`config.mk`:
```
export PLATFORM = sky130hd
export DESIGN_NAME = soc2_uart_stim
export DESIGN_NICKNAME = d
export VERILOG_FILES = /design/src/rtl/soc2_uart_stim.sv
export SDC_FILE = /design/constraint.sdc
export NUM_CORES = 1
export LEC_CHECK = 0
export BUFFER_PORTS_ARGS = -buffer_cell sky130_fd_sc_hd__buf_2
export CAP_MARGIN = 20
export CORE_MARGIN = 2
export CORE_UTILIZATION = 34
export DETAILED_ROUTE_END_ITERATION = 8
export PLACE_DENSITY = 0.51
export SETUP_SLACK_MARGIN = 0.3
export SLEW_MARGIN = 20
export SYNTH_ARGS = -nofsm -noshare
export SYNTH_HDL_FRONTEND = slang
export SYNTH_SLANG_ARGS = --single-unit
```
`constraint.sdc`:
```
create_clock -name clk -period 3.5 [get_ports clk]
set_input_delay 0.7 -clock clk [delete_from_list [all_inputs] [get_ports clk]]
set_output_delay 0.7 -clock clk [all_outputs]
set_load 0.02 [all_outputs]
```
`src/rtl/soc2_uart_stim.sv`:
```
// soc2_uart_stim: UART frame generator. Bytes queued through a small FIFO are
// serialised LSB-first onto a registered, idle-high tx line. Data width,
// parity, stop bits and inter-frame gap are parameters. A per-byte error flag
// forces a framing error by driving the first stop bit low.
module soc2_uart_stim #(
  parameter int CLKS_PER_BIT = 4,
  parameter int DATA_BITS    = 8,
  parameter int PARITY_EN    = 1,
  parameter int PARITY_ODD   = 0,
  parameter int STOP_BITS    = 1,
  parameter int IDLE_GAP     = 0,
  parameter int FIFO_DEPTH   = 4
) (
  input  logic                              clk,
  input  logic                              resetn,
  input  logic                              enable,
  input  logic                              wr_valid,
  input  logic [DATA_BITS-1:0]              wr_data,
  input  logic                              wr_err,
  output logic                              wr_ready,
  output logic                              tx,
  output logic                              busy,
  output logic                              frame_done,
  output logic [$clog2(FIFO_DEPTH+1)-1:0]   fifo_count
);

  localparam int AW       = $clog2(FIFO_DEPTH);
  localparam int CW       = $clog2(FIFO_DEPTH+1);
  // One counter times both bit periods and the gap, so size it for the larger.
  localparam int BAUD_MAX = (IDLE_GAP > CLKS_PER_BIT) ? IDLE_GAP : CLKS_PER_BIT;
  localparam int BW       = $clog2(BAUD_MAX);
  localparam int NW       = $clog2(DATA_BITS);
  localparam int GAP_M1   = (IDLE_GAP > 0) ? IDLE_GAP - 1 : 0;

  typedef enum logic [2:0] {
    S_IDLE, S_START, S_DATA, S_PARITY, S_STOP, S_GAP
  } state_t;

  state_t state, state_nxt;

  // ---------------- FIFO ----------------
  logic [DATA_BITS:0]   mem [FIFO_DEPTH];
  logic [AW-1:0]        wptr, rptr;
  logic [CW-1:0]        count;
  logic                 push, pop;
  logic [DATA_BITS:0]   rd_entry;

  assign wr_ready   = (count != CW'(FIFO_DEPTH));
  assign push       = wr_valid && wr_ready;
  assign pop        = (state == S_IDLE) && enable && (count != '0);
  assign rd_entry   = mem[rptr];
  assign fifo_count = count;

  // Storage write; entries carry {err, data}.
  always_ff @(posedge clk) begin
    if (push) mem[wptr] <= {wr_err, wr_data};
  end

  // Pointers and occupancy; push and pop together leave count unchanged.
  always_ff @(posedge clk or negedge resetn) begin
    if (!resetn) begin
      wptr  <= '0;
      rptr  <= '0;
      count <= '0;
    end else begin
      if (push) wptr <= wptr + 1'b1;
      if (pop)  rptr <= rptr + 1'b1;
      case ({push, pop})
        2'b10:   count <= count + 1'b1;
        2'b01:   count <= count - 1'b1;
        default: count <= count;
      endcase
    end
  end

  // ---------------- timing counters ----------------
  logic [BW-1:0]        baud;
  logic [NW-1:0]        bitn;
  logic                 bit_state, bit_end, data_last, stop_last, gap_last;

  assign bit_state = (state == S_START) || (state == S_DATA) ||
                     (state == S_PARITY) || (state == S_STOP);
  assign bit_end   = bit_state && (baud == BW'(CLKS_PER_BIT-1));
  assign data_last = (bitn == NW'(DATA_BITS-1));
  assign stop_last = (bitn == NW'(STOP_BITS-1));
  assign gap_last  = (baud == BW'(GAP_M1));

  // Baud counter restarts at every bit boundary and state change.
  always_ff @(posedge clk or negedge resetn) begin
    if (!resetn) begin
      baud <= '0;
      bitn <= '0;
    end else begin
      if (state == S_IDLE || state_nxt != state || bit_end) baud <= '0;
      else                                               baud <= baud + 1'b1;
      if (state_nxt != state) bitn <= '0;
      else if (bit_end)       bitn <= bitn + 1'b1;
    end
  end

  // ---------------- frame datapath ----------------
  logic [DATA_BITS-1:0] shreg;
  logic                 err_q, par_q;

  // Load the popped entry, precompute parity, shift out data LSB-first.
  always_ff @(posedge clk or negedge resetn) begin
    if (!resetn) begin
      shreg <= '0;
      err_q <= 1'b0;
      par_q <= 1'b0;
    end else if (pop) begin
      shreg <= rd_entry[DATA_BITS-1:0];
      err_q <= rd_entry[DATA_BITS];
      par_q <= (^rd_entry[DATA_BITS-1:0]) ^ (PARITY_ODD != 0);
    end else if (state == S_DATA && bit_end) begin
      shreg <= shreg >> 1;
    end
  end

  // ---------------- FSM ----------------
  // State register.
  always_ff @(posedge clk or negedge resetn) begin
    if (!resetn) state <= S_IDLE;
    else         state <= state_nxt;
  end

  // Next-state logic.
  always_comb begin
    state_nxt = state;
    case (state)
      S_IDLE:   if (pop) state_nxt = S_START;
      S_START:  if (bit_end) state_nxt = S_DATA;
      S_DATA:   if (bit_end && data_last)
                  state_nxt = (PARITY_EN != 0) ? S_PARITY : S_STOP;
      S_PARITY: if (bit_end) state_nxt = S_STOP;
      S_STOP:   if (bit_end && stop_last)
                  state_nxt = (IDLE_GAP > 0) ? S_GAP : S_IDLE;
      S_GAP:    if (gap_last) state_nxt = S_IDLE;
      default:  state_nxt = S_IDLE;
    endcase
  end

  // Output decode; registered below so every output lags state by one cycle,
  // which puts the start bit on the 2nd edge after a push into an idle FIFO.
  logic tx_d, busy_d, done_d;
  always_comb begin
    tx_d   = 1'b1;
    busy_d = (state != S_IDLE);
    done_d = (state == S_STOP) && bit_end && stop_last;
    case (state)
      S_START:  tx_d = 1'b0;
      S_DATA:   tx_d = shreg[0];
      S_PARITY: tx_d = par_q;
      S_STOP:   tx_d = !(err_q && bitn == '0);
      default:  tx_d = 1'b1;
    endcase
  end

  // Output registers; reset forces the line idle without waiting for a clock.
  always_ff @(posedge clk or negedge resetn) begin
    if (!resetn) begin
      tx         <= 1'b1;
      busy       <= 1'b0;
      frame_done <= 1'b0;
    end else begin
      tx         <= tx_d;
      busy       <= busy_d;
      frame_done <= done_d;
    end
  end

endmodule
```
==> flow_metrics.env <==
export IMPL_status="completed"
export IMPL_viasPerCell=4.557
export IMPL_synth_cell_types=35
export IMPL_syn_area_per_cell_um2=14.45
export IMPL_yosysWarnings=0
export IMPL_placed_area_mm2=0.002993
export IMPL_n_fill_cell=782
export IMPL_drt_total_wl_um=4440
export IMPL_ant_nets=0
export IMPL_cts_buffer_depth=2
export IMPL_slew_headroom_pct=56.82
export IMPL_endpoint_kind="flop"
export IMPL_finClkSkew_ns=0.009620
export IMPL_grt_usage_pct=11.34
export IMPL_dp_hpwl_um=2923
export IMPL_stdcell_area_mm2=0.003211
export IMPL_dieArea_mm2=0.008943
export IMPL_ctsResizeCount=0
export IMPL_grt_pass1_wl_um=7403
export IMPL_antenna_found_initial=0
export IMPL_synth_nets=217
export IMPL_setup_viol=0
export IMPL_insertion_delay_ns=0.33
export IMPL_tns_ns=0
export IMPL_ys_ff_latch=64
export IMPL_slowest_delay_ns=0.48
export IMPL_place_port_buffers=19
export IMPL_rsz0062_at_grt="false"
export IMPL_fin_crit_ns=2.261
export IMPL_dr_first_iter_drc_count=76
export IMPL_rows=33
export IMPL_dr_total_vias=1490
export IMPL_finalMaxSlewViolations=0
export IMPL_cts_hold_buf=0
export IMPL_fp_dieW_um=94.57
export IMPL_final_common_cell="edfxtp_1"
export IMPL_drc=0
export IMPL_crit_type="flop to flop"
export IMPL_final_seq_area_mm2=0.001783
export IMPL_antenna_cells=0
export IMPL_ir_drop_mv=0.3331
export IMPL_finalCritPeriodShare_pct=64.59
export IMPL_syn_area_mm2=0.002789
export IMPL_nets=241
export IMPL_crit_family="adder cells"
export IMPL_grt_max_degree=29
export IMPL_cts_setup_buffers=0
export IMPL_timing_fmax_mhz=442.4
export IMPL_area_growth_pct=15.12
export IMPL_synthCells=193
export IMPL_p_per_area_mw_per_mm2=832.3
export IMPL_first_global_vias=1494
export IMPL_core_area_mm2=0.008093
export IMPL_multi_input_area_um2=923.4
export IMPL_crit_required_ns=3.76
export IMPL_seq_area_frac_synth_pct=63.93
export IMPL_cts_root_buf="clkbuf_8"
export IMPL_clkTransAtPathRegs_ns=0.07
export IMPL_cp_num_buf_inv=1
export IMPL_dp_cells=311
export IMPL_p_leak_nw=1.285
export IMPL_start_util_pct=34.46
export IMPL_ioPinCount=20
export IMPL_cpMostUsedCell="xor2_1"
export IMPL_finalHoldViolCount=0
export IMPL_dieHeight_um=94.57
export IMPL_worst_pin_slew_ns=0.6476
export IMPL_cts_htree_levels=3
export IMPL_cp_slowest_cell="dfrtp_1"
export IMPL_instances_no_fill=327
export IMPL_cp_cell_sequence="nor3_1 > o311a_1 > ha_1 > inv_1 > fa_1 > xor2_1 > nor2_1 > xor2_1"
export IMPL_critPathMaxFanout=10
export IMPL_dr_pass1_iters=4
export IMPL_place_congestion=0.7907
export IMPL_routedWlPerCell_um=13.58
export IMPL_cp_data_arrival_time_ns=2.52
export IMPL_overflow=0
export IMPL_min_path_type="input pin to asynchronous set/reset pin"
export IMPL_cts_tree="done"
export IMPL_cts_sinks=64
export IMPL_mostFrequentLayoutCells="edfxtp_1, dfrtp_1, buf_2"
export IMPL_worstSetupStartpointType="flop"
export IMPL_maxCapViolCount=0
export IMPL_drive_gt1_share_pct=20.27
export IMPL_numCtsBuffers=9
[cell families after synthesis]
logic type	share of synthesized area [%]
muxes	10.45
xor gates and xnor gates	4.710
buffers and inverters	3.185
and+or+nand+nor	7.851
DFF	63.93
adders and majority gates	5.204
AOI/OAI and AO/OA	4.666
[power by group]
| part | leakage, nW | switching [mW] | internal (mW) |
|---|---|---|---|
| sequential | 0.680 | 0.154 | 1.02 |
| combinational | 0.496 | 0.416 | 0.390 |
| clock | 0.109 | 0.291 | 0.402 |
| total | 1.29 | 0.861 | 1.81 |
[path summary, 6_finish.rpt]
kind                                 end  cells after the start  startpoint  slack, ns
setup / recovery           fifo_count[2]                      8    state[0]       1.24
hold / removal                  shreg[7]                      1      resetn       0.39
setup reg to reg           fifo_count[2]                      8    state[0]       1.24
hold reg to reg                  baud[0]                      1     baud[0]       0.47
max in group asynchronous       shreg[2]                      1      resetn       2.68
min in group clk                 baud[0]                      1     baud[0]       0.47
[routing by layer]
layer	global-route usage, %	wire, um	vias up
met5	0	0	-
met4	2.899	38	0
met3	4.789	168	4
met2	18.39	2166	21
met1	14.09	2066	724
li1	-	-	741
[sequential cells by signal, indices dropped and copies added, names as in the netlist]
name	count
tx	1
state	3
shreg	8
fifo_count	3
busy	1
par_q	1
err_q	1
rptr	2
bitn	3
wptr	2
frame_done	1
mem	36
baud	2
[through the flow]
step	utilization [%]	hold slack (ns)	worst slack (ns)	power [mW]
after global placement	36.98	0.4661	1.246	2.013
final	39.67	0.3851	1.239	2.672
after CTS	39.67	0.4048	1.205	2.716
after floorplan	-	0.4044	1.207	1.820
after detailed placement	36.98	0.4637	1.234	2.017
after global routing	39.67	0.4232	1.009	2.877
[Yosys cell counts (all sizes together)]
| cell | instances | share of area [%] |
|---|---|---|
| a22oi | 2 | 0.54 |
| nand2b | 1 | 0.22 |
| fa | 1 | 0.72 |
| clkbuf | 3 | 0.45 |
| dfrtp | 27 | 24 |
| buf | 5 | 1.1 |
| a311oi | 1 | 0.31 |
| mux2 | 1 | 0.40 |
| mux2i | 7 | 2.5 |
| inv | 12 | 1.6 |
| ha | 10 | 4.5 |
| and3 | 4 | 0.90 |
| and2 | 1 | 0.22 |
| dfstp | 1 | 0.94 |
| nor4bb | 2 | 0.72 |
| edfxtp | 36 | 39 |
| nand3 | 2 | 0.36 |
| a21oi | 3 | 0.54 |
| mux4 | 9 | 7.5 |
| o21ai | 13 | 2.3 |
| a41oi | 1 | 0.31 |
| xor2 | 4 | 1.3 |
| xnor2 | 11 | 3.5 |
| nor3b | 1 | 0.27 |
| and4 | 1 | 0.31 |
| and3b | 2 | 0.63 |
| o21a | 1 | 0.27 |
| nand2 | 18 | 2.4 |
| o311a | 1 | 0.36 |
| nor2 | 9 | 1.2 |
| nor3 | 2 | 0.36 |
| nor2b | 1 | 0.22 |
[layout make-up]
cell class	count	area share (%)
tap	105	4.092
clock buffer	9	3.858
timing repair buffer	21	3.429
clock inverter	7	2.923
inverter	12	1.403
multi-input combinational	109	28.76
sequential	64	55.53
No activity file was read; power rests on OpenSTA's default activity.
